**src/rtl/dmem_lsu_pkg.sv**
```systemverilog
// Shared types, access-size encodings and byte-enable helper for the DMEM load/store unit.
package lsu_pkg;

  typedef enum logic [1:0] {
    LSU_IDLE     = 2'd0,
    LSU_WAIT_GNT = 2'd1,
    LSU_WAIT_RSP = 2'd2
  } lsu_state_e;

  localparam logic [1:0] SIZE_BYTE = 2'b00;
  localparam logic [1:0] SIZE_HALF = 2'b01;
  localparam logic [1:0] SIZE_WORD = 2'b10;

  // Halves ignore off[0] and the reserved size encoding behaves like a word.
  function automatic logic [3:0] be_gen(input logic [1:0] size, input logic [1:0] off);
    case (size)
      SIZE_BYTE: be_gen = 4'b0001 << off;
      SIZE_HALF: be_gen = 4'b0011 << {off[1], 1'b0};
      default:   be_gen = 4'b1111;
    endcase
  endfunction

endpackage

```
**src/rtl/dmem_lsu_if.sv**
```systemverilog
// req/gnt/rvalid data-memory bus between the load/store unit (master) and memory (slave).
interface dmem_lsu_if #(
  parameter int ADDR_WIDTH = 32
);

  logic                  bus_req_o;
  logic                  bus_we_o;
  logic [ADDR_WIDTH-1:0] bus_addr_o;
  logic [3:0]            bus_be_o;
  logic [31:0]           bus_wdata_o;
  logic                  bus_gnt_i;
  logic                  bus_rvalid_i;
  logic [31:0]           bus_rdata_i;

  modport master (
    output bus_req_o, bus_we_o, bus_addr_o, bus_be_o, bus_wdata_o,
    input  bus_gnt_i, bus_rvalid_i, bus_rdata_i
  );

  modport slave (
    input  bus_req_o, bus_we_o, bus_addr_o, bus_be_o, bus_wdata_o,
    output bus_gnt_i, bus_rvalid_i, bus_rdata_i
  );

endinterface

```
**src/rtl/dmem_lsu_align.sv**
```systemverilog
// Combinational lane logic: byte enables, store-lane replication and load extract/extend.
module dmem_align
  import lsu_pkg::*;
(
  input  logic [1:0]  size,
  input  logic [1:0]  off,
  input  logic        sign,
  input  logic [31:0] wdata,
  input  logic [31:0] rdata,
  output logic [3:0]  be,
  output logic [31:0] wdata_rep,
  output logic [31:0] rdata_ext
);

  logic [1:0]  lane;
  logic [31:0] shifted;

  // Low address bits that do not fit the natural alignment of the size are dropped here.
  always_comb begin
    be        = be_gen(size, off);
    lane      = 2'b00;
    wdata_rep = wdata;
    case (size)
      SIZE_BYTE: begin
        wdata_rep = {4{wdata[7:0]}};
        lane      = off;
      end
      SIZE_HALF: begin
        wdata_rep = {2{wdata[15:0]}};
        lane      = {off[1], 1'b0};
      end
      default: ;
    endcase
    shifted = rdata >> {lane, 3'b000};
    case (size)
      SIZE_BYTE: rdata_ext = {{24{sign & shifted[7]}}, shifted[7:0]};
      SIZE_HALF: rdata_ext = {{16{sign & shifted[15]}}, shifted[15:0]};
      default:   rdata_ext = shifted;
    endcase
  end

endmodule

```
**src/rtl/dmem_lsu.sv**
```systemverilog
// Load/store unit: turns core DMEM accesses into req/gnt/rvalid bus transactions with timeout.
// Optional misaligned-access trap is enabled by defining DMEM_MISALIGN_TRAP_EN.
module dmem_lsu
  import lsu_pkg::*;
#(
  parameter int ADDR_WIDTH     = 32,
  parameter int TIMEOUT_CYCLES = 256
) (
  input  logic                  clk,
  input  logic                  rst_ni,
  input  logic                  core_rd_en_i,
  input  logic                  core_wr_en_i,
  input  logic [ADDR_WIDTH-1:0] core_addr_i,
  input  logic [31:0]           core_wdata_i,
  input  logic [1:0]            core_size_i,
  input  logic                  core_sign_i,
  output logic [31:0]           core_rdata_o,
  output logic                  stall_o,
  dmem_lsu_if.master            bus,
  output logic                  bus_err_o,
  output logic                  misalign_o,
  output logic [ADDR_WIDTH-1:0] misalign_addr_o
);

  localparam logic [1:0] IDLE     = LSU_IDLE;
  localparam logic [1:0] WAIT_GNT = LSU_WAIT_GNT;
  localparam logic [1:0] WAIT_RSP = LSU_WAIT_RSP;

  localparam int              CNT_W    = (TIMEOUT_CYCLES > 2) ? $clog2(TIMEOUT_CYCLES) : 1;
  localparam bit              TO_EN    = (TIMEOUT_CYCLES > 0);
  localparam logic [CNT_W-1:0] CNT_LAST = CNT_W'((TIMEOUT_CYCLES > 0) ? TIMEOUT_CYCLES - 1 : 0);

  logic [1:0]            state_q, state_d;
  logic [CNT_W-1:0]      cnt_q;
  logic [ADDR_WIDTH-3:0] lat_word_q;
  logic [1:0]            lat_off_q;
  logic [1:0]            lat_size_q;
  logic                  lat_sign_q;
  logic                  lat_we_q;
  logic [31:0]           lat_wdata_q;

  logic        access, idle, busy, trap, issue, rsp_done, timeout_hit;
  logic [1:0]  sel_size, sel_off;
  logic        sel_sign;
  logic [31:0] sel_wdata;
  logic [3:0]  al_be;
  logic [31:0] al_wdata, al_rdata;

  assign access   = core_rd_en_i | core_wr_en_i;
  assign idle     = (state_q == IDLE);
  assign busy     = !idle;
  assign rsp_done = (state_q == WAIT_RSP) & bus.bus_rvalid_i;

`ifdef DMEM_MISALIGN_TRAP_EN
  logic misaligned;
  assign misaligned = ((core_size_i == SIZE_HALF) & core_addr_i[0]) |
                      (core_size_i[1] & (core_addr_i[1:0] != 2'b00));
  assign trap       = idle & access & misaligned;

  always_ff @(posedge clk or negedge rst_ni) begin
    if (!rst_ni)   misalign_addr_o <= '0;
    else if (trap) misalign_addr_o <= core_addr_i;
  end
`else
  assign trap            = 1'b0;
  assign misalign_addr_o = '0;
`endif

  assign issue       = idle & access & !trap;
  assign timeout_hit = TO_EN & busy & (cnt_q == CNT_LAST) & !rsp_done;

  always_comb begin
    state_d = state_q;
    case (state_q)
      IDLE:     if (issue) state_d = bus.bus_gnt_i ? WAIT_RSP : WAIT_GNT;
      WAIT_GNT: if (bus.bus_gnt_i) state_d = WAIT_RSP;
      WAIT_RSP: if (bus.bus_rvalid_i) state_d = IDLE;
      default:  state_d = IDLE;
    endcase
    if (timeout_hit) state_d = IDLE;
  end

  // While waiting, the bus fields come from the latch so they stay stable whatever the core does.
  always_comb begin
    sel_size  = idle ? core_size_i       : lat_size_q;
    sel_off   = idle ? core_addr_i[1:0]  : lat_off_q;
    sel_sign  = idle ? core_sign_i       : lat_sign_q;
    sel_wdata = idle ? core_wdata_i      : lat_wdata_q;
  end

  dmem_align u_align (
    .size      (sel_size),
    .off       (sel_off),
    .sign      (sel_sign),
    .wdata     (sel_wdata),
    .rdata     (bus.bus_rdata_i),
    .be        (al_be),
    .wdata_rep (al_wdata),
    .rdata_ext (al_rdata)
  );

  // Everything is forced low while rst_ni is asserted, even with core inputs active.
  always_comb begin
    bus.bus_req_o   = rst_ni & (issue | (state_q == WAIT_GNT));
    bus.bus_we_o    = rst_ni & (idle ? core_wr_en_i : lat_we_q);
    bus.bus_addr_o  = rst_ni ? {(idle ? core_addr_i[ADDR_WIDTH-1:2] : lat_word_q), 2'b00} : '0;
    bus.bus_be_o    = rst_ni ? al_be : 4'b0000;
    bus.bus_wdata_o = rst_ni ? al_wdata : 32'h0;
    stall_o         = rst_ni & !timeout_hit &
                      (issue | (state_q == WAIT_GNT) | ((state_q == WAIT_RSP) & !bus.bus_rvalid_i));
    bus_err_o       = rst_ni & timeout_hit;
    misalign_o      = rst_ni & trap;
  end

  always_ff @(posedge clk or negedge rst_ni) begin
    if (!rst_ni) begin
      state_q      <= IDLE;
      cnt_q        <= '0;
      lat_word_q   <= '0;
      lat_off_q    <= 2'b00;
      lat_size_q   <= 2'b00;
      lat_sign_q   <= 1'b0;
      lat_we_q     <= 1'b0;
      lat_wdata_q  <= 32'h0;
      core_rdata_o <= 32'h0;
    end else begin
      state_q <= state_d;
      cnt_q   <= busy ? cnt_q + 1'b1 : '0;
      if (issue) begin
        lat_word_q  <= core_addr_i[ADDR_WIDTH-1:2];
        lat_off_q   <= core_addr_i[1:0];
        lat_size_q  <= core_size_i;
        lat_sign_q  <= core_sign_i;
        lat_we_q    <= core_wr_en_i;
        lat_wdata_q <= core_wdata_i;
      end
      if (rsp_done && !lat_we_q)         core_rdata_o <= al_rdata;
      else if (timeout_hit && !lat_we_q) core_rdata_o <= 32'h0;
    end
  end

endmodule

```
**src/flat_wrapper.sv**
```systemverilog
// flat-port wrapper written by rule: the top's interface ports become plain ports
module dmem_lsu_flat import lsu_pkg::*;
#(
  parameter int ADDR_WIDTH     = 32,
  parameter int TIMEOUT_CYCLES = 256
)
  (clk, rst_ni, core_rd_en_i, core_wr_en_i, core_addr_i, core_wdata_i, core_size_i, core_sign_i, core_rdata_o, stall_o, bus_err_o, misalign_o, misalign_addr_o, bus_bus_req_o, bus_bus_we_o, bus_bus_addr_o, bus_bus_be_o, bus_bus_wdata_o, bus_bus_gnt_i, bus_bus_rvalid_i, bus_bus_rdata_i);
  dmem_lsu_if #(.ADDR_WIDTH(ADDR_WIDTH)) bus_i ();
  input  logic clk;
  input  logic rst_ni;
  input  logic core_rd_en_i;
  input  logic core_wr_en_i;
  input  logic [ADDR_WIDTH-1:0] core_addr_i;
  input  logic [31:0] core_wdata_i;
  input  logic [1:0] core_size_i;
  input  logic core_sign_i;
  output logic [31:0] core_rdata_o;
  output logic stall_o;
  output logic bus_err_o;
  output logic misalign_o;
  output logic [ADDR_WIDTH-1:0] misalign_addr_o;
  output wire logic [$bits(bus_i.bus_req_o)-1:0] bus_bus_req_o;
  output wire logic [$bits(bus_i.bus_we_o)-1:0] bus_bus_we_o;
  output wire logic [$bits(bus_i.bus_addr_o)-1:0] bus_bus_addr_o;
  output wire logic [$bits(bus_i.bus_be_o)-1:0] bus_bus_be_o;
  output wire logic [$bits(bus_i.bus_wdata_o)-1:0] bus_bus_wdata_o;
  input wire logic [$bits(bus_i.bus_gnt_i)-1:0] bus_bus_gnt_i;
  input wire logic [$bits(bus_i.bus_rvalid_i)-1:0] bus_bus_rvalid_i;
  input wire logic [$bits(bus_i.bus_rdata_i)-1:0] bus_bus_rdata_i;
  assign bus_bus_req_o = bus_i.bus_req_o;
  assign bus_bus_we_o = bus_i.bus_we_o;
  assign bus_bus_addr_o = bus_i.bus_addr_o;
  assign bus_bus_be_o = bus_i.bus_be_o;
  assign bus_bus_wdata_o = bus_i.bus_wdata_o;
  assign bus_i.bus_gnt_i = bus_bus_gnt_i;
  assign bus_i.bus_rvalid_i = bus_bus_rvalid_i;
  assign bus_i.bus_rdata_i = bus_bus_rdata_i;
  dmem_lsu #(.ADDR_WIDTH(ADDR_WIDTH), .TIMEOUT_CYCLES(TIMEOUT_CYCLES)) u_core (.clk(clk), .rst_ni(rst_ni), .core_rd_en_i(core_rd_en_i), .core_wr_en_i(core_wr_en_i), .core_addr_i(core_addr_i), .core_wdata_i(core_wdata_i), .core_size_i(core_size_i), .core_sign_i(core_sign_i), .core_rdata_o(core_rdata_o), .stall_o(stall_o), .bus(bus_i), .bus_err_o(bus_err_o), .misalign_o(misalign_o), .misalign_addr_o(misalign_addr_o));
endmodule
```
**config.mk**
```make
export PLATFORM = sky130hd
export DESIGN_NAME = dmem_lsu_flat
export DESIGN_NICKNAME = d
export VERILOG_FILES = /design/src/rtl/dmem_lsu_pkg.sv /design/src/rtl/dmem_lsu_if.sv /design/src/rtl/dmem_lsu_align.sv /design/src/rtl/dmem_lsu.sv /design/src/flat_wrapper.sv
export SDC_FILE = /design/constraint.sdc
export NUM_CORES = 1
export LEC_CHECK = 0
export CAP_MARGIN = 15
export CORE_ASPECT_RATIO = 0.5
export CORE_UTILIZATION = 47
export CTS_CLUSTER_DIAMETER = 100
export DETAILED_ROUTE_END_ITERATION = 10
export HOLD_SLACK_MARGIN = 0.1
export MAX_ROUTING_LAYER = met4
export PLACE_DENSITY_LB_ADDON = 0.3
export SLEW_MARGIN = 0
export SYNTH_ARGS = -nofsm -noshare
export SYNTH_HDL_FRONTEND = slang
export SYNTH_HIERARCHICAL = 1
export SYNTH_SLANG_ARGS = --single-unit
```
**constraint.sdc**
```tcl
create_clock -name clk -period 5.6 [get_ports clk]
set_input_delay 1.12 -clock clk [delete_from_list [all_inputs] [get_ports clk]]
set_output_delay 1.12 -clock clk [all_outputs]
set_load 0.05 [all_outputs]
```
==> out/summary.md, run 1 <==
Buffers placed on the I/O ports in this run total 206. The detailed-routing iteration count for the pre-antenna-repair pass is 10. Buffers inserted to repair hold after CTS numbered 0. Setup repair after global routing left no endpoint under its margin. The register bit total from synthesis is 110. The detailed router finished its first iteration with 511 violations.

For the worst setup path, the data arrival time is 3.61 ns. The H-tree was split into 3 levels. Cell internal power was estimated by the tool at 2.22 mW. The number of antenna violations at the first check in global routing was 0; the per-cell routed wire length was 16.2 microns. At the end of routability-driven placement, the weighted congestion stood at 0.862.

Max-cap violation count: 0. Among all flip-flop cells after synthesis, the most frequent one is sky130_fd_sc_hd__dfrtp_1. The tools report the initial core utilization as 48.0%.

Headroom to the max-slew limit came out at 22.8%. The floorplan step set the die height to 90.8 microns. Clock tree synthesis selected as its root buffer the cell sky130_fd_sc_hd__clkbuf_16.

Counting along the longest clock path gives a buffer depth of 2. The logs give 0 for the post-cts repair resize count and 6235 for the via count of the first global-routing pass. The synthesized netlist contains 55 unique library cells. The tools report the kind of start point of the critical path as a flop. The fraction of layout instances using a drive strength above 1 works out to 11.1%.

The clock latency on the worst-skew pair is 0.34 ns. The total of endpoints with negative setup slack in the final report was 0; the sum of overflow across all layers after global routing was 0. The cell area that synthesis handed to floorplanning was 7410 sq um.

The average cell area after synthesis is 9.05 sq um, and the data required time at the worst endpoint is 4.48 ns. The layout overhead on the synthesized area is 29.7%. Row generation in the floorplan step produced 32 rows. The power density over the cells came out at 417 nW/um^2. In the post-synthesis netlist, the biggest area contributors are sky130_fd_sc_hd__dfrtp_1 (37%), sky130_fd_sc_hd__nand2_1 (12%), sky130_fd_sc_hd__mux2_2 (7.1%), sky130_fd_sc_hd__mux2_1 (5.5%), sky130_fd_sc_hd__buf_4 (4.7%). The logs give 127 for the pin count of the biggest net entering global routing and 9 for the total clock buffers created by CTS.

Sequential group share of total power: 28.5%. The logs give 16.8% for the relative contribution of the clock network to total power and 19.1 mm for the total routed wirelength. Prior to clock tree synthesis, the placed netlist has a worst setup slack of 0.900 ns.

Final worst clock skew: 0.00876 ns. Among all cell types in the netlist, the one instantiated most often is sky130_fd_sc_hd__nand2_1. Clock-pin slew was measured on the worst setup and hold paths at 0.08 ns.

The worst setup path is captured at a primary output. For this run, the number of Yosys warnings is 6. The checks that failed: design-rule violations.

Max-slew violation total from the final report: 0. The path class of the tightest hold or removal check is reg2reg. The share of the synthesized area in the top cell type is 37.2%, and the minimum period implied by the final worst setup slack is 4.73 ns. At the pin with the least slew margin, the transition time is 1.16 ns. TritonCTS built the clock tree. The switching part of the total is 44.7%.

The biggest area contributor in the post-synthesis netlist is sky130_fd_sc_hd__dfrtp_1. For this design the static power due to leakage is 4.08 nW. The run gives 4.01 mW as the power after layout. The number of setup buffers added after CTS was 0; the post-synthesis async set-or-reset flop share was 100%.

The cell count after synthesis is 818, and the final critical-path share of the clock period is 84.4%. The run gives 172 uV as the worst voltage drop across the vdd grid. The maximum fanout along the worst path is 38. In the routed design, unresolved DRC markers number 14. The first global-routing pass estimated 31.7 mm of wire. The number of routed nets with antenna violations is 0. By startpoint and endpoint, the worst setup path is classified as reg2out. After synthesis, the most frequently instantiated cells are sky130_fd_sc_hd__nand2_1 (234), sky130_fd_sc_hd__dfrtp_1 (110), sky130_fd_sc_hd__mux2_2 (47).

The logs give 13.2 mm for the final HPWL from detailed placement and 110 for the number of clock sinks. On the final layout, the worst hold slack is 0.490 ns. The tools report the area of the die as 16300 sq um. The run gives 242 as the I/O pin count. The number of antenna diodes in the final layout is 0. The fmax was 0.212 GHz; the part of the Yosys area used for sequential elements was 37.2%. The aggregate negative setup slack is 0 ns, and the die width is 180 microns. The region available for standard cell placement spans 15400 sq um.

The share of power burned in combinational logic is 54.7%. For the final setup slack of the worst path, the log shows 0.874 ns. The flow ran to the end, but the final reports show violations. For this run, the post-layout net count is 1082.

The per-cell via count in the routed design was 5.33; the number of hold violations in the final report was 0. Across all register-to-register paths, the minimum setup slack is 1.41 ns. Summed over all nets, the switching power comes to 1.79 mW. The total number of vias is 6316, and the count of flip-flops with a built-in enable after synthesis is 0. Global routing consumed, over all layers together, 24.6% of the routing resources.
[metal layers]
metal  wire length [microns]  track usage [%]
met5                       0                -
met3                     957             4.68
met2                    9160             39.9
met4                     286             6.68
met1                    8740             31.7
[path summary, 6_finish.rpt]
| check | start | to | cells past startpoint |
|---|---|---|---|
| hold / removal | u_core/lat_word_q[17] | u_core/lat_word_q[17] | 1 |
| hold reg to reg | u_core/lat_word_q[17] | u_core/lat_word_q[17] | 1 |
| min in group asynchronous | rst_ni | u_core/lat_wdata_q[22] | 1 |
| setup reg to reg | u_core/state_q[1] | u_core/core_rdata_o[18] | 12 |
| setup / recovery | u_core/state_q[1] | bus_bus_wdata_o[31] | 8 |
| max in group asynchronous | rst_ni | u_core/core_rdata_o[19] | 2 |
[layout make-up]
cell class	count	area, sq um
fill	1279	5810
clock buffer	11	243
inverter	2	7.51
clock inverter	5	63.8
multi-input combinational	632	4090
tap	204	255
sequential	110	2750
timing repair buffer	221	2200
[cells by family (layout without fill, tap and decap cells)]
group	Yosys count	count (layout)	share of synthesized area (%)
xor+xnor	3	3	0.355
mux	106	106	16.9
flops	110	110	37.2
buf+inv	110	239	9.63
simple gates	342	342	21.3
other cells	1	35	0.0506
fa+ha+maj	1	1	0.169
compound gates	145	145	14.5
[placed cells by master (no fill, tap or decap), types with 2 or more instances in the layout]
master	synthesis	routed
sky130_fd_sc_hd__clkbuf_16	0	9
sky130_fd_sc_hd__o21a_1	2	2
sky130_fd_sc_hd__nor2_1	7	6
sky130_fd_sc_hd__nor3_1	3	3
sky130_fd_sc_hd__nor2b_1	32	32
sky130_fd_sc_hd__nand4_1	2	2
sky130_fd_sc_hd__o221ai_1	5	5
sky130_fd_sc_hd__a21boi_0	31	31
sky130_fd_sc_hd__nand2_2	1	2
sky130_fd_sc_hd__inv_6	0	3
sky130_fd_sc_hd__and3b_1	2	2
sky130_fd_sc_hd__nor2_4	1	2
sky130_fd_sc_hd__and2_1	38	38
sky130_fd_sc_hd__o221ai_2	11	11
sky130_fd_sc_hd__mux2i_1	16	16
sky130_fd_sc_hd__nand2b_1	3	3
sky130_fd_sc_hd__mux4_2	7	7
sky130_fd_sc_hd__o22ai_1	7	7
sky130_fd_sc_hd__and4bb_1	2	2
sky130_fd_sc_hd__conb_1	1	35
sky130_fd_sc_hd__nand3_1	4	4
sky130_fd_sc_hd__dfrtp_1	110	109
sky130_fd_sc_hd__nor3b_1	3	3
sky130_fd_sc_hd__nand2_1	234	233
sky130_fd_sc_hd__clkdlybuf4s50_1	0	205
sky130_fd_sc_hd__mux2_2	47	47
sky130_fd_sc_hd__mux2_1	36	36
sky130_fd_sc_hd__buf_4	46	14
sky130_fd_sc_hd__nand3b_1	2	2
sky130_fd_sc_hd__a21oi_1	6	6
sky130_fd_sc_hd__o21ai_1	4	4
sky130_fd_sc_hd__xor2_1	2	2
sky130_fd_sc_hd__a22oi_1	32	32
sky130_fd_sc_hd__o21ai_0	40	40
sky130_fd_sc_hd__or3_1	3	3
[per-stage QoR]
step	area (sq um)	util (%)	cells
2_1_floorplan	7530	-	852
3_3_place_gp	9270	60.1	1168
3_5_place_dp	9270	60.1	1168
4_1_cts	9580	62.1	1184
5_1_grt	9600	62.3	1185
6_report	9600	62.3	1185
[power groups by stage]
stage,Sequential [mW],Clock [mW],Combinational (mW)
finish,1.14,0.672,2.19
global route,1.18,0.722,2.34
CTS,1.14,0.689,2.19
detailed placement,1.16,0,2.18
global placement,1.14,0,2.15
floorplan,1.32,0,1.48
[worst max-delay path, cell delays in order (launching register included)]
cell and delay (ns):
sky130_fd_sc_hd__dfrtp_1 0.50, sky130_fd_sc_hd__nor2_4 0.76, sky130_fd_sc_hd__buf_4 0.46, sky130_fd_sc_hd__nand2_1 0.09, sky130_fd_sc_hd__nand2_1 0.20, sky130_fd_sc_hd__mux2i_1 0.10, sky130_fd_sc_hd__o21ai_0 0.16, sky130_fd_sc_hd__and2_1 0.16
sky130_fd_sc_hd__clkdlybuf4s50_1 0.81
[sequential cells by signal, summed over array words and instances (netlist names)]
signal               flops
u_core/core_rdata_o     32
u_core/lat_wdata_q      32
u_core/lat_word_q       30
u_core/cnt_q             8
u_core/lat_off_q         2
u_core/lat_size_q        2
u_core/state_q           2
u_core/lat_sign_q        1
u_core/lat_we_q          1
Power figures use the tool's default switching activity.
==> inputs of run 2 (changes only) <==
Clock period 5.6 ns to 4.6 ns, I/O delays scaled along.
==> run 2 against run 1 <==
Net effect:
- the run still ends with design-rule violations left
- first-iteration DRC count down 16%
- global-route usage down 0.39 points
- core utilization down 0.18 points
- critical path depth down 1
- cell count up 0.34%
- die area unchanged
- clock skew up 0.0029 ns
- register-to-register slack worse by 0.34 ns
- largest cell class unchanged
==> out/summary.md, run 2 (synthesis results as in run 1) <==
The run finished, with violations left. Violated checks: design-rule violations (unchanged). Subtracting the final worst setup slack from the clock period gives 4.02 ns. The initial core utilization came out at 48.0% (unchanged). The final weighted congestion in routability-driven placement was 0.858 (was 0.862). The tools report the capture point of the worst reg-to-reg path as u_core/core_rdata_o[18] (unchanged).

The fraction of layout instances using a drive strength above 1 was 13.4% (was 11.1%). The vertical extent of the die came out at 90.8 microns (unchanged). For the sum of overflow across all layers after global routing, the log shows 0 (unchanged).

Most common cell after layout, fill and taps aside: sky130_fd_sc_hd__nand2_1 (unchanged). For the post-cts repair resize count, the log shows 0 (unchanged). The die width works out to 180 microns (unchanged). The slack of the worst reg-to-reg path is 1.07 ns (was 1.41 ns). The logs give 16.1% (was 16.8%) for the relative contribution of the clock network to total power and 2 (unchanged) for the deepest clock path buffer count. The logs give 13.4 mm (was 13.2 mm) for the final HPWL from detailed placement and 32 (unchanged) for the standard-cell row count. The aggregate negative setup slack came out at 0 ns (unchanged). The logs give 1086 (was 1082) for the count of nets after finishing and 0 (unchanged) for the number of setup buffers added after CTS. The endpoint class of the critical path is a primary output (unchanged). The cell chosen for the clock root is sky130_fd_sc_hd__clkbuf_16 (unchanged). The final worst clock skew was 0.0117 ns (was 0.00876 ns). The combined global-route utilization of all metal layers is 24.2% (was 24.6%), and the number of filler instances in the final layout is 1310 (was 1279). The maximum fanout along the worst path is 9 (was 38), and the global-route wire length before repair is 31.1 mm (was 31.7 mm).

Setup repair after global routing left no endpoint under its margin. The number of H-tree levels is 3 (unchanged). For the max-cap violation count, the log shows 0 (unchanged). The per-cell routed wire length was 16.2 microns (about the same); the worst hold-check slack was 0.495 ns (was 0.490 ns). Highest-count cells in the layout ignoring fill and taps: sky130_fd_sc_hd__nand2_1 (233), sky130_fd_sc_hd__clkdlybuf4s50_1 (187), sky130_fd_sc_hd__dfrtp_1 (109), sky130_fd_sc_hd__mux2_2 (47), sky130_fd_sc_hd__o21ai_0 (40) (was sky130_fd_sc_hd__nand2_1 (233), sky130_fd_sc_hd__clkdlybuf4s50_1 (205), sky130_fd_sc_hd__dfrtp_1 (109), sky130_fd_sc_hd__mux2_2 (47), sky130_fd_sc_hd__o21ai_0 (40)).

For the I/O pin count, the log shows 242 (unchanged). The count of input and output buffers is 206 (unchanged). The power after layout was 4.85 mW (was 4.01 mW); the pre-CTS setup slack was 0.600 ns (was 0.900 ns). The tools report the total number of vias as 6349 (was 6316).

Launching element of the worst setup path: core_size_i[0] (was u_core/state_q[1]). The clock latency on the worst-skew pair was 0.36 ns (was 0.34 ns); the area of all sequential standard cells was 2750 sq um (unchanged). The slew of the pin with the lowest slew margin came out at 1.20 ns (was 1.16 ns). The pin count of the biggest net entering global routing is 108 (was 127), and the via count of the first global-routing pass is 6138 (was 6235).

For the worst endpoint data arrival time, the log shows 3.10 ns (was 3.61 ns). The layout overhead on the synthesized area was 29.3% (was 29.7%); the power dissipated by switching net loads was 2.21 mW (was 1.79 mW). The total routed wirelength came out at 19.3 mm (was 19.1 mm). The utilization after layout was 62.1% (was 62.3%). The share of power burned in combinational logic is 55.2% (was 54.7%), and the relative slew slack is 19.8% (was 22.8%). The tools report the number of routed nets with antenna violations as 0 (unchanged).

Number of antenna violations at the first check in global routing: 0 (unchanged). The tools report the number of clock sinks as 110 (unchanged). Internal portion of total power: 2.64 mW (was 2.22 mW). The number of antenna cells inserted came out at 0 (unchanged). The critical register-to-register path startpoint was u_core/state_q[1] (unchanged). Kind of start point of the critical path: an input pin (was a flop). For the total clock buffers created by CTS, the log shows 9 (unchanged).

The logs give 3.68 ns (was 4.48 ns) for the data required time at the worst endpoint and 428 (was 511) for the number of DRC markers in iteration 0. The logs give 11 (was 10) for the detailed-routing iteration count for the pre-antenna-repair pass and 16300 sq um (unchanged) for the area of the die. The remaining design rule violation count is 14 (unchanged), and the power density over the cells is 506 nW/um^2 (was 417 nW/um^2). The switching part of the total is 45.6% (was 44.7%).

For the total of endpoints with negative setup slack in the final report, the log shows 0 (unchanged). The per-cell via count in the routed design is 5.34 (was 5.33). Number of hold buffers added after cts: 0 (unchanged). Worst setup path endpoint: bus_bus_wdata_o[29] (was bus_bus_wdata_o[31]).

The final setup slack of the worst path was 0.584 ns (was 0.874 ns). The tools report the total core area as 15400 sq um (unchanged). The clock-pin slew of the registers on the worst-case setup and hold paths is 0.07 ns (was 0.08 ns).

The tools report the max-slew violation total from the final report as 0 (unchanged). The sequential group share of total power was 28.7% (was 28.5%); the area taken by multi-input logic gates was 4090 sq um (unchanged). Depth of the worst register-to-register path: 13 (was 12). For the fmax, the log shows 0.249 GHz.

For the leakage power of the design, the log shows 4.12 nW (was 4.08 nW). The path class of the lowest-slack min-delay path was reg2reg (unchanged). The worst voltage drop across the vdd grid was 245 uV (was 172 uV).

Registers with the most flip-flops: u_core/core_rdata_o x32, u_core/lat_wdata_q x32, u_core/lat_word_q x30 (unchanged). TritonCTS built the clock tree. The worst setup path category is in2out (was reg2out). The number of hold violations in the final report is 0 (unchanged), and the final critical-path share of the clock period is 87.3%.
run 2: worst min path at each step:
| stage | depth (start not counted) | to | from | slack (ns) |
|---|---|---|---|---|
| after global placement | 1 | u_core/lat_word_q[17] | u_core/lat_word_q[17] | 0.47 |
| final | 1 | u_core/lat_wdata_q[28] | u_core/lat_wdata_q[28] | 0.50 |
| after detailed placement | 1 | u_core/lat_word_q[8] | u_core/lat_word_q[8] | 0.47 |
| after CTS | 1 | u_core/lat_word_q[4] | u_core/lat_word_q[4] | 0.50 |
| after global routing | 1 | u_core/lat_word_q[8] | u_core/lat_word_q[8] | 0.51 |
| after floorplan | 1 | u_core/lat_off_q[0] | u_core/lat_off_q[0] | 0.46 |
run 2: per-layer routing:
metal	global-route usage (%)	up-vias	part of all wire, %
met5	-	-	0
met4	5.75	0	1.2
met3	4.19	20	4.8
met2	39.1	191	48
met1	31.9	3102	46
li1	-	3036	-
run 2: layout make-up:
class | count | area share, %
Inverter | 2 | 0.0784
Tap cell | 204 | 2.67
Clock inverter | 7 | 0.666
Clock buffer | 9 | 2.35
Sequential cell | 110 | 28.8
Multi-Input combinational cell | 632 | 42.7
Timing Repair Buffer | 225 | 22.8
run 2: critical path, stage by stage:
cell	delay (ns)
sky130_fd_sc_hd__clkdlybuf4s50_1	0.47
sky130_fd_sc_hd__nand2_1	0.06
sky130_fd_sc_hd__nand2_1	0.41
sky130_fd_sc_hd__mux2i_1	0.13
sky130_fd_sc_hd__o21ai_0	0.15
sky130_fd_sc_hd__and2_1	0.14
sky130_fd_sc_hd__clkdlybuf4s50_1	0.80
run 2: per-stage QoR:
| stage | cell area, sq um | std cells |
|---|---|---|
| floorplan | 7530 | 852 |
| global route | 9580 | 1189 |
| finish | 9580 | 1189 |
| detailed placement | 9270 | 1172 |
| global placement | 9270 | 1172 |
| CTS | 9560 | 1188 |
run 2: power by group through the flow:
stage | Clock [mW] | Sequential [mW] | Combinational [mW]
global placement | 0 | 1.39 | 2.63
finish | 0.779 | 1.39 | 2.68
global route | 0.835 | 1.43 | 2.86
detailed placement | 0 | 1.41 | 2.66
CTS | 0.795 | 1.39 | 2.67
floorplan | 0 | 1.61 | 1.80
==> inputs of run 3 (changes only) <==
Settings changed: CORE_UTILIZATION 47 to 25, CTS_CLUSTER_DIAMETER 100 to default.
==> run 3 against run 2 <==
Net effect:
- the run now ends clean
- critical path type is now reg2out
- die area rose by 86%
- count of clock-buffer cells in the layout did not move
- setup slack got worse by 0.30 ns
- highest routed layer unchanged
- clock skew fell by 0.00097 ns
- register-to-register slack got worse by 0.36 ns
- largest cell class unchanged
- combinational power rose by 1%
- cell count rose by 16%
- first-iteration DRC count fell by 3.5%
==> out/summary.md, run 3 (synthesis results as in run 1) <==
The flow ran to the end, and the final reports show no timing, DRC or antenna violations. The total number of vias came out at 6306 (was 6349). The fraction of layout instances using a drive strength above 1 was 13.9% (was 13.4%). TritonCTS built the clock tree. The remaining design rule violation count is 0 (was 14). The number of DRC markers in iteration 0 is 413 (was 428), and the I/O pin count is 242 (unchanged). The number of H-tree levels is 3 (unchanged), and the fmax is 0.232 GHz (was 0.249 GHz).

The run gives 1376 (was 1189) as the count of non-filler cells in the finished layout. The final HPWL from detailed placement came out at 16.1 mm (was 13.4 mm). Standard cell area after detailed placement: 9540 sq um (was 9270 sq um). The area of the die is 30400 sq um (was 16300 sq um), and the worst voltage drop across the vdd grid is 204 uV (was 245 uV). The die width is 245 microns (was 180 microns). The post-cts repair resize count was 0 (unchanged). The kind of start point of the critical path was a flop (was an input pin). The path class of the lowest-slack min-delay path is in2async (was reg2reg). Total clock buffers created by CTS: 9 (unchanged). The sum of overflow across all layers after global routing came out at 0 (unchanged). Highest-count cells in the layout ignoring fill and taps: sky130_fd_sc_hd__nand2_1 (233), sky130_fd_sc_hd__clkdlybuf4s50_1 (181), sky130_fd_sc_hd__dfrtp_1 (109), sky130_fd_sc_hd__mux2_2 (47), sky130_fd_sc_hd__o21ai_0 (40) (was sky130_fd_sc_hd__nand2_1 (233), sky130_fd_sc_hd__clkdlybuf4s50_1 (187), sky130_fd_sc_hd__dfrtp_1 (109), sky130_fd_sc_hd__mux2_2 (47), sky130_fd_sc_hd__o21ai_0 (40)). The total of endpoints with negative setup slack in the final report is 0 (unchanged), and the global-route wire length before repair is 34.8 mm (was 31.1 mm). The worst setup path category is reg2out (was in2out). The run gives 6124 (was 6138) as the via count of the first global-routing pass. The run gives 2 (unchanged) as the deepest clock path buffer count.

Cell chosen for the clock root: sky130_fd_sc_hd__clkbuf_16 (unchanged). The tools report the power after layout as 4.89 mW (was 4.85 mW). Registers with the most flip-flops: u_core/core_rdata_o x32, u_core/lat_wdata_q x32, u_core/lat_word_q x30 (unchanged).

The logs give 110 (unchanged) for the number of clock sinks and 0.36 ns (about the same) for the clock latency on the worst-skew pair. The tools report the final worst clock skew as 0.0107 ns (was 0.0117 ns). The number of routed nets with antenna violations was 0 (unchanged); the combined global-route utilization of all metal layers was 15.2% (was 24.2%).

The placed cell count was 1359 (was 1172). The number of setup buffers added after CTS was 0 (unchanged); the layout overhead on the synthesized area was 32.6% (was 29.3%). Depth of the worst register-to-register path: 13 (unchanged).

The vertical extent of the die was 124 microns (was 90.8 microns). The initial core utilization was 25.5% (was 48.0%); the relative slew slack was 31.6% (was 19.8%). The slew of the pin with the lowest slew margin was 1.02 ns (was 1.20 ns). Worst endpoint data arrival time: 3.39 ns (was 3.10 ns).

The endpoint class of the critical path is a primary output (unchanged). The logs give 1085 (was 1086) for the count of nets after finishing and 0 (unchanged) for the max-slew violation total from the final report. The aggregate negative setup slack came out at 0 ns (unchanged). The tools report the final non-filler cell area as 9820 sq um (was 9580 sq um). The count of input and output buffers came out at 206 (unchanged). The standard-cell row count was 44 (was 32); the total routed wirelength was 22.6 mm (was 19.3 mm). The leakage power of the design was 4.14 nW (was 4.12 nW). The number of hold buffers added after cts is 0 (unchanged), and the detailed-routing iteration count for the pre-antenna-repair pass is 5 (was 11). The per-cell routed wire length was 16.4 microns (was 16.2 microns); the maximum fanout along the worst path was 31 (was 9).

The clock-pin slew of the registers on the worst-case setup and hold paths was 0.08 ns (was 0.07 ns); the minimum period implied by the final worst setup slack was 4.31 ns (was 4.02 ns). The tools report the final weighted congestion in routability-driven placement as 0.864 (was 0.858). The data required time at the worst endpoint was 3.68 ns (about the same); the number of antenna violations at the first check in global routing was 1 (was 0).

The per-cell via count in the routed design is 4.58 (was 5.34). The pin count of the biggest net entering global routing was 66 (was 108). The total core area is 29100 sq um (was 15400 sq um), and the power density over the cells is 497 nW/um^2 (was 506 nW/um^2). Setup repair after global routing left no endpoint under its margin. The final critical-path share of the clock period works out to 93.8% (was 87.3%). Most common cell after layout, fill and taps aside: sky130_fd_sc_hd__nand2_1 (unchanged). The max-cap violation count is 0 (unchanged), and the number of hold violations in the final report is 0 (unchanged).
[run 3: report_power, final]
group / total (mW) / switching, mW / internal, mW
Combinational: 2.72 / 1.69 / 1.04
Clock: 0.779 / 0.403 / 0.377
Sequential: 1.38 / 0.158 / 1.22
Total: 4.89 / 2.25 / 2.64
[run 3: critical path, cell delays in order (launching register included)]
cell	delay, ns
sky130_fd_sc_hd__dfrtp_1	0.50
sky130_fd_sc_hd__or2_2	0.62
sky130_fd_sc_hd__nand2_1	0.19
sky130_fd_sc_hd__nand2_2	0.31
sky130_fd_sc_hd__nor2_4	0.60
sky130_fd_sc_hd__nand2_2	0.29
sky130_fd_sc_hd__o21a_1	0.17
sky130_fd_sc_hd__and2_1	0.15
sky130_fd_sc_hd__buf_4	0.18
[run 3: final timing paths]
path / startpoint / end / slack, ns
hold reg to reg: u_core/lat_wdata_q[24] / u_core/lat_wdata_q[24] / 0.49
setup / recovery: u_core/state_q[1] / bus_bus_be_o[2] / 0.29
max in group asynchronous: rst_ni / u_core/lat_we_q / 2.95
setup reg to reg: u_core/state_q[1] / u_core/core_rdata_o[18] / 0.71
hold / removal: rst_ni / u_core/lat_wdata_q[14] / 0.49
min in group clk: u_core/lat_wdata_q[24] / u_core/lat_wdata_q[24] / 0.49
[run 3: through the flow]
stage | util (%) | worst slack, ns | hold slack (ns)
6_report | 33.8 | 0.287 | 0.486
5_1_grt | 33.8 | 0.0705 | 0.501
4_1_cts | 33.8 | 0.218 | 0.482
3_5_place_dp | 32.8 | 0.543 | 0.475
3_3_place_gp | 32.8 | 0.572 | 0.467
2_1_floorplan | - | 1.33 | 0.458
[run 3: layout make-up]
cell class / instances / area (sq um)
diodes: 1 / 2.50
clock buffers: 9 / 225
clock inverters: 7 / 56.3
fillers: 2972 / 19200
inverters: 2 / 7.51
multi-input cells: 632 / 4090
flip-flops and latches: 110 / 2750
well taps: 391 / 489
repair buffers: 224 / 2200
[run 3: routing by layer]
layer | share of wire (%) | vias up | global-route usage [%] | wire [microns]
li1 | - | 3033 | - | -
met1 | 42 | 3134 | 18.0 | 9480
met2 | 53 | 111 | 26.7 | 11900
met3 | 3.0 | 28 | 2.41 | 676
met4 | 2.1 | 0 | 4.66 | 482
met5 | 0 | - | - | 0
==> RTL edit 1 (config.mk and constraints of run 3) <==
`TIMEOUT_CYCLES` is set to 256 in 2 places; all go to 128.
--- a/src/rtl/dmem_lsu.sv
+++ b/src/rtl/dmem_lsu.sv
@@ -4,7 +4,7 @@
   import lsu_pkg::*;
 #(
   parameter int ADDR_WIDTH     = 32,
-  parameter int TIMEOUT_CYCLES = 256
+  parameter int TIMEOUT_CYCLES = 128
 ) (
   input  logic                  clk,
   input  logic                  rst_ni,
--- a/src/flat_wrapper.sv
+++ b/src/flat_wrapper.sv
@@ -2,7 +2,7 @@
 module dmem_lsu_flat import lsu_pkg::*;
 #(
   parameter int ADDR_WIDTH     = 32,
-  parameter int TIMEOUT_CYCLES = 256
+  parameter int TIMEOUT_CYCLES = 128
 )
   (clk, rst_ni, core_rd_en_i, core_wr_en_i, core_addr_i, core_wdata_i, core_size_i, core_sign_i, core_rdata_o, stall_o, bus_err_o, misalign_o, misalign_addr_o, bus_bus_req_o, bus_bus_we_o, bus_bus_addr_o, bus_bus_be_o, bus_bus_wdata_o, bus_bus_gnt_i, bus_bus_rvalid_i, bus_bus_rdata_i);
   dmem_lsu_if #(.ADDR_WIDTH(ADDR_WIDTH)) bus_i ();
Behaviour: same outputs for any inputs over 4 cycles, from zero or initial values and one cycle with rst_ni low; that may be too few to reach the edited logic, so the function may still have changed.
==> RTL edit 1 against run 3 <==
Register-to-register slack better by 0.30 ns; routed wire length is 4.4% lower; first-iteration DRC count is 30% lower; area after synthesis is 5.0% lower; hold slack better by 0.0028 ns; count of clock-buffer cells in the layout is 1 higher; sequential cell count is 1 lower; sequential power is 17% higher; worst setup slack better by 0.29 ns; total power is 35% higher; design area is 4.3% lower; critical path type unchanged.
==> RTL edit 1: results (changes against run 3) <==
* Worst-margin pin slew at 1.04 ns (was 1.02 ns)
* Post_cts resized at 0 (unchanged)
* Mux cell area share after synthesis at 17.8% (was 16.9%)
* Clock latency on the worst-skew pair at about 0.35 ns
* First drt pass iteration count at 4 (was 5)
* Post-DP HPWL at 15800 µm (was 16100 µm)
* GRT Overall Usage at 15.2% (about the same)
* Avg Vias per Cell at 4.45 (was 4.58)
* Worst R2R End: u_core/core_rdata_o[18]$_DFFE_PN0P_ (unchanged)
* Share of layout cells above drive strength 1 at 14.5% (was 13.9%)
* FF-to-FF Start: u_core/state_q[0]$_DFFE_PN0P_ (was u_core/state_q[1]$_DFFE_PN0P_)
* Port Buffers at 206 (unchanged)
* Peak supply drop at 0.241 mV (was 0.204 mV)
* Total Wirelength at 21600 µm (was 22600 µm)
* R2R depth at 10 (was 13)
* Postcts setup bufs at 0 (unchanged)
* Post-place setup slack at 0.693 ns (was 0.543 ns)
* Crit Path Max Fanout at 25 (was 31)
* Hold Path Sink: u_core/lat_word_q[12]$_DFFE_PN0P_
* Synth Area in XOR/XNOR at 0.373% (was 0.355%)
* Clk buf depth at 2 (unchanged)
* Hold Crit Class: reg -> reg (was in -> async)
* CP Data Arrival Time at 3.10 ns (was 3.39 ns)
* Slowest cell delay on critical path at 0.80 ns (was 0.62 ns)
* Status: finished, final reports clean (unchanged)
* Pins Over Slew Limit at 0 (unchanged)
* Slowest library cell on the worst path: clkdlybuf4s50_1 (was or2_2)
* Adder-cell share of the synthesized area at 0.178% (was 0.169%)
* Vias in the first global route at 5795 (was 6124)
* Lkg Pwr at 3.98 nW (was 4.14 nW)
* Worst hold margin at 0.489 ns (was 0.486 ns)
* # H-tree levels at 3 (unchanged)
* Num CTS Buffers at 9 (unchanged)
* DR iter-0 viols at 290 (was 413)
* Netlist cell types at 53 (was 55)
* Clock Skews at 0.00676 ns (was 0.0107 ns)
* Placed cell area at 0.00912 mm² (was 0.00954 mm²)
* Largest net degree at the start of global routing at 78 (was 66)
* Per-cell routed wire length at 16.3 µm (was 16.4 µm)
* Hold Path Origin: u_core/lat_word_q[12]$_DFFE_PN0P_
* Async set-or-reset flop fraction in the synthesized netlist at 100% (unchanged)
* Area contributors post-synth: dfrtp_1, nand2_1, mux2_2 (unchanged)
* GPL Wtd Cong at 0.830 (was 0.864)
* Nets at 1050 (was 1085)
* Top Registers: u_core/core_rdata_o (32), u_core/lat_wdata_q (32), u_core/lat_word_q (30) (unchanged)
* First-pass GRT wire length at 33200 µm (was 34800 µm)
* Sequential share of the synthesized area at 38.8% (was 37.2%)
* Initial antenna violation count at 2 (was 1)
* Delay-heaviest family, CP: buffers and inverters (was simple AND/OR/NAND/NOR gates)
* Dpl cells at 1307 (was 1359)
* Compound-Gate Fraction of Synth Area at 11.9% (was 14.5%)
* Mean Syn Cell Area at 9.03 µm² (was 9.05 µm²)
* Most frequent cells after synthesis: nand2_1, dfrtp_1, mux2_2 (unchanged)
* Reg2reg setup slack at 1.01 ns (was 0.71 ns)
[RTL edit 1: cell count changes in the layout (fill, tap and decap cells not counted), moves of 3 or more]
| cell | before | now |
|---|---|---|
| a22oi_1 | 32 | 0 |
| nand2_1 | 233 | 265 |
| nor2b_1 | 32 | 2 |
| buf_4 | 37 | 43 |
| clkdlybuf4s50_1 | 181 | 177 |
| buf_12 | 5 | 2 |
[RTL edit 1: where the power goes]
| group | switching [mW] | internal, mW | leakage (nW) |
|---|---|---|---|
| Clock | 0.377 | 0.369 | 0.137 |
| Sequential | 0.237 | 1.39 | 1.32 |
| Combinational | 2.69 | 1.53 | 2.52 |
[RTL edit 1: cell families after synthesis]
logic type / after synthesis
flip-flops: 109
multiplexers: 106
other: 1
adder cells (fa/ha/maj): 1
buffers and inverters: 105
AO/OA/AOI/OAI: 115
XOR/XNOR: 3
AND/OR/NAND/NOR: 339
[RTL edit 1: worst reg2reg max path: stages, from the launching register on]
cell	delay, ns
dfrtp_1	0.51
nor2_4	0.57
nand2_1	0.15
nand2_2	0.39
buf_4	0.38
and4bb_1	0.23
a21oi_1	0.11
o21a_1	0.70
o221ai_1	0.26
nand2_1	0.10
o21ai_0	0.09
[RTL edit 1: worst max path at each step]
stage / start / end / slack [ns] / depth (start not counted)
after floorplan: u_core/state_q[0]$_DFFE_PN0P_ / bus_bus_wdata_o[17] / 1.24 / 10
after global placement: core_size_i[1] / bus_bus_be_o[2] / 0.72 / 8
after detailed placement: core_size_i[1] / bus_bus_be_o[2] / 0.69 / 8
after CTS: u_core/state_q[0]$_DFFE_PN0P_ / bus_bus_be_o[2] / 0.51 / 8
after global routing: u_core/state_q[0]$_DFFE_PN0P_ / bus_bus_be_o[2] / 0.36 / 8
final: u_core/state_q[0]$_DFFE_PN0P_ / bus_bus_wdata_o[6] / 0.58 / 6
[RTL edit 1: per-layer routing]
layer / GRT usage, % / share of wire (%)
met1: 18.1 / 43
met2: 27.1 / 53
met3: 2.42 / 2.4
met4: 3.61 / 1.2
met5: - / 0
[RTL edit 1: final cells by class]
type | instances | area, µm²
Fill cell | 2782 | 17600
Clock inverter | 6 | 37.5
Sequential cell | 109 | 2730
Timing Repair Buffer | 223 | 2150
Antenna cell | 2 | 5.00
Clock buffer | 10 | 229
Inverter | 2 | 7.51
Multi-Input combinational cell | 599 | 3770
Tap cell | 374 | 468
==> RTL edit 2 (settings of run 3) <==
Made on the original files. Register the output `bus_err_o`, without a reset; this adds one clock of latency there. The other outputs are not delayed to match.
--- a/src/rtl/dmem_lsu.sv
+++ b/src/rtl/dmem_lsu.sv
@@ -29,6 +29,8 @@
   localparam int              CNT_W    = (TIMEOUT_CYCLES > 2) ? $clog2(TIMEOUT_CYCLES) : 1;
   localparam bit              TO_EN    = (TIMEOUT_CYCLES > 0);
   localparam logic [CNT_W-1:0] CNT_LAST = CNT_W'((TIMEOUT_CYCLES > 0) ? TIMEOUT_CYCLES - 1 : 0);
+
+  logic bus_err_d;
 
   logic [1:0]            state_q, state_d;
   logic [CNT_W-1:0]      cnt_q;
@@ -108,7 +110,7 @@
     bus.bus_wdata_o = rst_ni ? al_wdata : 32'h0;
     stall_o         = rst_ni & !timeout_hit &
                       (issue | (state_q == WAIT_GNT) | ((state_q == WAIT_RSP) & !bus.bus_rvalid_i));
-    bus_err_o       = rst_ni & timeout_hit;
+    bus_err_d       = rst_ni & timeout_hit;
     misalign_o      = rst_ni & trap;
   end
 
@@ -139,5 +141,9 @@
     end
   end
 
+  always_ff @(posedge clk) begin
+    bus_err_o <= bus_err_d;
+  end
+
 endmodule
 
Check against the original RTL: no difference found for any inputs over 4 cycles, from zero or initial values and one cycle with rst_ni low; that may be too few to reach the edited logic, so the function may still have changed.
==> RTL edit 2 against run 3 <==
Worst setup slack better by 0.15 ns; clock power rose by 2%; critical path depth unchanged; sequential share of layout area is 0.14 points higher; combinational power is essentially flat; area after synthesis is 0.27% higher; largest cell class unchanged; design area increased by 0.24%; total power increased by 0.36%; die area rose by 0.27%; final cell count up 0.44%; sequential cell count increased by 1; clock skew rose by 0.0012 ns; routed wire length is 0.24% higher.
==> RTL edit 2: results (changes against run 3) <==
* Met3 usage in global routing at 2.87% (was 2.41%)
* GRT Overall Usage at 15.0% (was 15.2%)
* GR Layer Usage met1 at 17.7% (was 18.0%)
* Crit Path Max Fanout at 19 (was 31)
* Root buffer cell: clkbuf_16 (unchanged)
* Clock-pin slew on the worst setup and hold paths at 0.08 ns (about the same)
* CP Data Arrival Time at 3.24 ns (was 3.39 ns)
* Avg Vias per Cell at 4.50 (was 4.58)
* Most frequent cells after synthesis: nand2_1, dfrtp_1, mux2_2 (unchanged)
* Area contributors post-synth: dfrtp_1, nand2_1, mux2_2 (unchanged)
* Share of layout cells above drive strength 1 at 14.0% (was 13.9%)
* Hold Crit Class: reg -> reg (was in -> async)
* Post_cts resized at 0 (unchanged)
* First-pass GRT wire length at 34600 µm (was 34800 µm)
* Sequential share of the synthesized area at 37.3% (was 37.2%)
* Slowest library cell on the worst path: nor2_4 (was or2_2)
* Initial antenna violation count at 2 (was 1)
* GPL Wtd Cong at 0.869 (was 0.864)
* Num CTS Buffers at 9 (unchanged)
* Synth warn at 6 (unchanged)
* Post-DP HPWL at 16100 µm (about the same)
* Cells after synthesis at 819 (was 818)
* Port Buffers at 206 (unchanged)
* Clk buf depth at 2 (unchanged)
* Clock Skews at 0.0119 ns (was 0.0107 ns)
* Routing usage on met2 at 25.9% (was 26.7%)
* Dpl cells at 1364 (was 1359)
* Netlist cell types at 56 (was 55)
* DR iter-0 viols at 315 (was 413)
* Top Registers: u_core/core_rdata_o (32), u_core/lat_wdata_q (32), u_core/lat_word_q (30) (unchanged)
* Per-cell routed wire length at 16.4 µm (about the same)
* Relative slew slack at 39.7% (was 31.6%)
* Postcts setup bufs at 0 (unchanged)
* Vias at 6218 (was 6306)
* Slowest cell delay on critical path at 0.66 ns (was 0.62 ns)
* Most frequent cell after synthesis: nand2_1 (unchanged)
* Largest net degree at the start of global routing at 69 (was 66)
* Top_reg_cell synth: dfrtp_1 (unchanged)
* Internal Power at 2.64 mW (about the same)
* Async set-or-reset flop fraction in the synthesized netlist at 99.1% (was 100%)
* First drt pass iteration count at 5 (unchanged)
* Vias in the first global route at 6072 (was 6124)
* Placed cell area at 0.00954 mm² (about the same)
* # H-tree levels at 3 (unchanged)
* Clock latency on the worst-skew pair at 0.37 ns
* Nets at 1090 (was 1085)
* Peak supply drop at 0.207 mV (was 0.204 mV)
* Lkg Pwr at 4.14 nW (about the same)
* Status: finished, final reports clean (unchanged)
RTL edit 2: kinds of logic after synthesis:
logic type	after synthesis	share of synthesized area (%)
xor+xnor	3	0.354
mux	106	16.9
simple gates	342	21.2
other cells	1	0.0505
flops	111	37.3
buf+inv	110	9.60
compound gates	145	14.4
fa+ha+maj	1	0.168
RTL edit 2: layer usage:
metal | up-vias | part of all wire [%]
met4 | 0 | 2.2
li1 | 3045 | -
met2 | 95 | 52
met5 | - | 0
met1 | 3051 | 43
met3 | 27 | 2.8
RTL edit 2: through the flow:
stage               setup slack [ns]  power, mW
finish                         0.438       4.90
CTS                            0.420       4.96
global route                   0.273       5.22
floorplan                       1.33       3.42
global placement               0.533       4.10
detailed placement             0.488       4.14
RTL edit 2: final timing paths:
kind | start | to | slack [ns] | cells after the start
setup / recovery | u_core/state_q[1]$_DFFE_PN0P_ | bus_bus_be_o[2] | 0.44 | 8
hold / removal | u_core/lat_wdata_q[23]$_DFFE_PN0P_ | u_core/lat_wdata_q[23]$_DFFE_PN0P_ | 0.49 | 1
setup reg to reg | u_core/state_q[1]$_DFFE_PN0P_ | u_core/core_rdata_o[0]$_DFFE_PN0P_ | 1.12 | 9
hold reg to reg | u_core/lat_wdata_q[23]$_DFFE_PN0P_ | u_core/lat_wdata_q[23]$_DFFE_PN0P_ | 0.49 | 1
max in group asynchronous | rst_ni | u_core/lat_wdata_q[8]$_DFFE_PN0P_ | 3.17 | 2
min in group asynchronous | rst_ni | u_core/cnt_q[7]$_DFF_PN0_ | 0.53 | 1
RTL edit 2: area by class of cell:
cell class	count	area [µm²]
antenna	2	5.00
clock buffer	9	225
clock inverter	7	70.1
fill	2982	19300
inverter	2	7.51
multi-input combinational	632	4090
sequential	111	2770
tap	391	489
timing repair buffer	228	2190
RTL edit 2: worst max-delay path: cells and delay by family (launching register included):
kind,cells,cell delay (ns)
AOI/OAI and AO/OA,1,0.17
DFF,1,0.49
and+or+nand+nor,6,2.01
buffers and inverters,1,0.18
RTL edit 2: power by group through the flow:
stage	Sequential, mW	Combinational, mW	Clock, mW
CTS	1.39	2.74	0.830
detailed placement	1.41	2.73	0
finish	1.39	2.71	0.794
global placement	1.40	2.71	0
floorplan	1.62	1.80	0
global route	1.43	2.92	0.870
